--- config.mk ---
export PLATFORM = sky130hd
export DESIGN_NAME = pixel_dispatcher
export DESIGN_NICKNAME = d
export VERILOG_FILES = /design/src/rtl/pixel_dispatcher.sv
export SDC_FILE = /design/constraint.sdc
export NUM_CORES = 1
export LEC_CHECK = 0
export BUFFER_PORTS_ARGS = -buffer_cell sky130_fd_sc_hd__buf_2
export CORE_ASPECT_RATIO = 0.9
export CORE_MARGIN = 2
export CORE_UTILIZATION = 54
export DETAILED_ROUTE_END_ITERATION = 8
export GPL_ROUTABILITY_DRIVEN = 0
export GPL_TIMING_DRIVEN = 1
export MAX_ROUTING_LAYER = met4
export PLACE_DENSITY = 0.77
export SLEW_MARGIN = 40
export SYNTH_ARGS = -nofsm -noshare
export SYNTH_HDL_FRONTEND = slang
export SYNTH_SLANG_ARGS = --single-unit
--- constraint.sdc ---
create_clock -name aclk -period 2.28 [get_ports aclk]
set_input_delay 0.456 -clock aclk [delete_from_list [all_inputs] [get_ports aclk]]
set_output_delay 0.456 -clock aclk [all_outputs]
set_load 0.02 [all_outputs]
--- src/rtl/pixel_dispatcher.sv ---
// Hands out frame pixels in raster order to four ray units, strictly round-robin.
// One job is offered at a time; the shared coordinates stay put until the addressed unit takes it.
module pixel_dispatcher #(
    parameter int H_RES = 640,
    parameter int V_RES = 480
) (
    input  logic        aclk,
    input  logic        aresetn,
    input  logic        start,
    input  logic        abort,
    input  logic [3:0]  unit_ready,
    output logic [3:0]  unit_valid,
    output logic [10:0] pix_x,
    output logic [9:0]  pix_y,
    output logic        busy,
    output logic        frame_done,
    output logic [15:0] frame_count
);

    // state | meaning
    // IDLE  | waiting for start
    // ISSUE | offering pixel (pix_x, pix_y) to unit cur_unit
    // DONE  | last pixel taken, frame_done pulses this cycle
    typedef enum logic [1:0] {
        S_IDLE  = 2'd0,
        S_ISSUE = 2'd1,
        S_DONE  = 2'd2
    } state_t;

    localparam logic [10:0] X_LAST = 11'(H_RES - 1);
    localparam logic [9:0]  Y_LAST = 10'(V_RES - 1);

    state_t      state_q, state_d;
    logic [10:0] pix_x_q, pix_x_d;
    logic [9:0]  pix_y_q, pix_y_d;
    logic [1:0]  cur_unit_q, cur_unit_d;
    logic [15:0] frame_count_q, frame_count_d;

    logic xfer;
    logic last_pix;

    assign xfer     = (state_q == S_ISSUE) && unit_ready[cur_unit_q];
    assign last_pix = (pix_x_q == X_LAST) && (pix_y_q == Y_LAST);

    always_ff @(posedge aclk or negedge aresetn) begin
        if (!aresetn) begin
            state_q       <= S_IDLE;
            pix_x_q       <= '0;
            pix_y_q       <= '0;
            cur_unit_q    <= '0;
            frame_count_q <= '0;
        end else begin
            state_q       <= state_d;
            pix_x_q       <= pix_x_d;
            pix_y_q       <= pix_y_d;
            cur_unit_q    <= cur_unit_d;
            frame_count_q <= frame_count_d;
        end
    end

    always_comb begin
        state_d = state_q;
        case (state_q)
            S_IDLE: begin
                if (start && !abort) state_d = S_ISSUE;
            end
            S_ISSUE: begin
                if (abort)                 state_d = S_IDLE;
                else if (xfer && last_pix) state_d = S_DONE;
            end
            S_DONE:  state_d = S_IDLE;
            default: state_d = S_IDLE;
        endcase
    end

    // A transfer coinciding with abort still advances the position; the next start reloads it anyway.
    always_comb begin
        pix_x_d       = pix_x_q;
        pix_y_d       = pix_y_q;
        cur_unit_d    = cur_unit_q;
        frame_count_d = frame_count_q;
        if (state_q == S_IDLE) begin
            if (start && !abort) begin
                pix_x_d    = '0;
                pix_y_d    = '0;
                cur_unit_d = '0;
            end
        end else if (xfer) begin
            cur_unit_d = cur_unit_q + 2'd1;
            if (!last_pix) begin
                if (pix_x_q == X_LAST) begin
                    pix_x_d = '0;
                    pix_y_d = pix_y_q + 10'd1;
                end else begin
                    pix_x_d = pix_x_q + 11'd1;
                end
            end else if (!abort) begin
                frame_count_d = frame_count_q + 16'd1;
            end
        end
    end

    always_comb begin
        unit_valid = '0;
        busy       = (state_q != S_IDLE);
        frame_done = (state_q == S_DONE);
        if (state_q == S_ISSUE) unit_valid = 4'b0001 << cur_unit_q;
    end

    assign pix_x       = pix_x_q;
    assign pix_y       = pix_y_q;
    assign frame_count = frame_count_q;

endmodule

==> qor.txt <==
Critical path required time: 2470 ps
Fin. max-slew vios: 0
Status: finished, final reports clean
Reg2reg start: pix_x[7]
Post-synth top cells: dfrtp_1 (41), nand2_1 (25), o21ai_0 (20)
Mapped Area: 0.00228 mm²
Global route total overflow: 0
Lkg Pwr: 1.37 nW
Sequential fraction of the synthesis area: 44.9%
Share of cells above drive strength 1: 26.8%
R2R depth: 5
Number of cell rows: 22
Final Hold Fails: 0
Root Buffer: clkbuf_8
Min-Delay Path Class: in2reg
CP Capture Type: flip-flop
PD cells: 706 mW/mm²
Comb power frac: 25.8%
Clock share of power: 29.2%
Vias in the first global route: 1799
Distinct cell type count after synthesis: 46
Post-synth top area cell: dfrtp_1
Via density per instance: 5.71
First-pass DRT Iterations: 4
Vias: 2023
Internal power: 1.32 mW
Final core occ: 69.0%
Synth area leaders: dfrtp_1 (45%), xnor2_1 (5.0%), o21ai_0 (4.4%)
Most common cell in the netlist: dfrtp_1
Count of state elements after synthesis: 41
Initial DRC count: 119
RSZ-0062 raised after global routing: no
Worst skew pair latency: 290 ps
Syn Nets: 252
Critical Path AT: 2300 ps
Longest Clk Path Bufs: 2
Sequential power share: 45.0%
Final worst path period need: 2110 ps
Worst-path clk slew: 80 ps
Residual DRC: 0
Psw: 670 µW
CP endpoint: pix_y[4]
Total power: 1.99 mW
Initial core utilization: 56.1%
CP Launch Type: flip-flop
Die H: 65.7 µm
Ys async rst share: 100%
Slew margin rel.: 67.7%
Die Wd: 72.6 µm
Share of the synthesized area in the top cell type: 44.9%
CP Class: reg2reg
Final setup fails: 0
Reg2Reg Setup Slack: 170 ps
Initial antenna violation count: 0
Area delta synth->final: 23.1%
Sum Neg Setup Slack: 0 ps
DP Area: 0.00268 mm²
WL/cell: 14.4 µm
TritonCTS buffer count: 5
Top FF cell, synth: dfrtp_1
Maximum VDD drop: 0.000618 V
Core area: 0.00407 mm²
Sink Count: 41
Final period util: 92.5%
Max Cap Violations: 0
Avg Cell Area, Syn: 9.64 µm²
Switching share of total power: 33.7%
Total wire length: 5.11 mm
Design area: 0.00281 mm²
GRT Total Usage: 23.4%
DP HPWL: 3.97 mm
Synth Instances: 237
Largest net degree at the start of global routing: 22
Worst Path Max Fanout: 10
Antenna diodes: 0
Crit. Startpoint: pix_x[7]
I/O pin count: 51
CTS HTree Levels: 2
Post-synth EDFFs: 0
F_max: 474 MHz
Syn. warnings: 0
Die area: 0.00477 mm²
First-pass GRT wire length: 8.54 mm
Worst Max-Slew Pin Slew: 480 ps
Post-DRT Antenna Nets: 0
Clock skew: 6.25 ps
R2R Path End: pix_y[4]
Final nets: 320
WHS: 461 ps
Post CTS Setup Buffer Count: 0
PortBufs: 50
TritonCTS clock tree: done
-- cells by family after synthesis --
logic type / share of synthesized area, %
multiplexers: 2.35
AND/OR/NAND/NOR: 26.5
buffers and inverters: 2.57
adder cells (fa/ha/maj): 3.83
AO/OA/AOI/OAI: 14.1
XOR/XNOR: 5.75
flip-flops: 44.9
-- layout make-up --
cell class	instances	area (µm²)
Clock buffer	5	68.8
Sequential cell	41	1030
Timing Repair Buffer	65	365
Multi-Input combinational cell	181	1200
Inverter	11	41.3
Clock inverter	3	46.3
Tap cell	48	60.1
Fill cell	352	1260
-- worst min path at each step --
| stage | startpoint | endpoint | slack, ps | depth (start not counted) |
|---|---|---|---|---|
| final | abort | state_q[1] | 460 | 2 |
| after global routing | abort | state_q[1] | 460 | 2 |
| after CTS | abort | state_q[1] | 460 | 2 |
| after detailed placement | aresetn | pix_y[7] | 300 | 1 |
| after global placement | aresetn | pix_y[7] | 300 | 1 |
| after floorplan | aresetn | cur_unit_q[0] | 160 | 0 |
-- metrics by stage --
step / setup slack [ps] / cells
finish: 171 / 354
global route: 7.52 / 354
CTS: 171 / 354
detailed placement: 178 / 345
global placement: 202 / 345
floorplan: 209 / 237
-- power by group through the flow --
stage	logic [mW]	clock network, mW	registers [mW]
after floorplan	0.259	0	0.956
after global placement	0.503	0	0.903
after detailed placement	0.514	0	0.907
after CTS	0.518	0.594	0.893
after global routing	0.570	0.630	0.907
final	0.513	0.580	0.894
-- layer usage --
layer / vias up / wire (µm) / GRT usage (%)
met5: - / 0 / -
met4: 0 / 36 / 5.56
met3: 5 / 236 / 3.22
met2: 49 / 2430 / 35.6
met1: 964 / 2410 / 33.6
li1: 1005 / - / -
-- state kept, by name, indices dropped and copies added (netlist names) --
signal	count
pix_x	11
cur_unit_q	2
pix_y	10
frame_count	16
state_q	2
-- repair_timing --
item	in CTS	in global routing
resized for setup	0	1
endpoints found under the setup margin	0	5
hold buffers	1	0
hold endpoints to repair	6	0
-- worst max-delay path: stages (launching register included) --
cell	delay [ps]
dfrtp_1	460
or4b_4	580
nor3_4	330
a31oi_4	180
a211o_1	290
a21o_1	170
-- cell usage in the layout (no fill, tap or decap), types with 6 or more instances in the layout --
| cell type | synthesis | routed |
|---|---|---|
| nor2_1 | 15 | 15 |
| and2_1 | 7 | 7 |
| nand2_1 | 25 | 25 |
| buf_4 | 0 | 14 |
| ha_1 | 7 | 7 |
| o31ai_1 | 8 | 8 |
| inv_1 | 11 | 11 |
| and3_1 | 6 | 6 |
| dfrtp_1 | 41 | 41 |
| nand3_1 | 18 | 18 |
| o21ai_0 | 20 | 20 |
| buf_2 | 2 | 50 |
| xnor2_1 | 13 | 13 |
No activity file was read; power rests on OpenSTA's default activity.
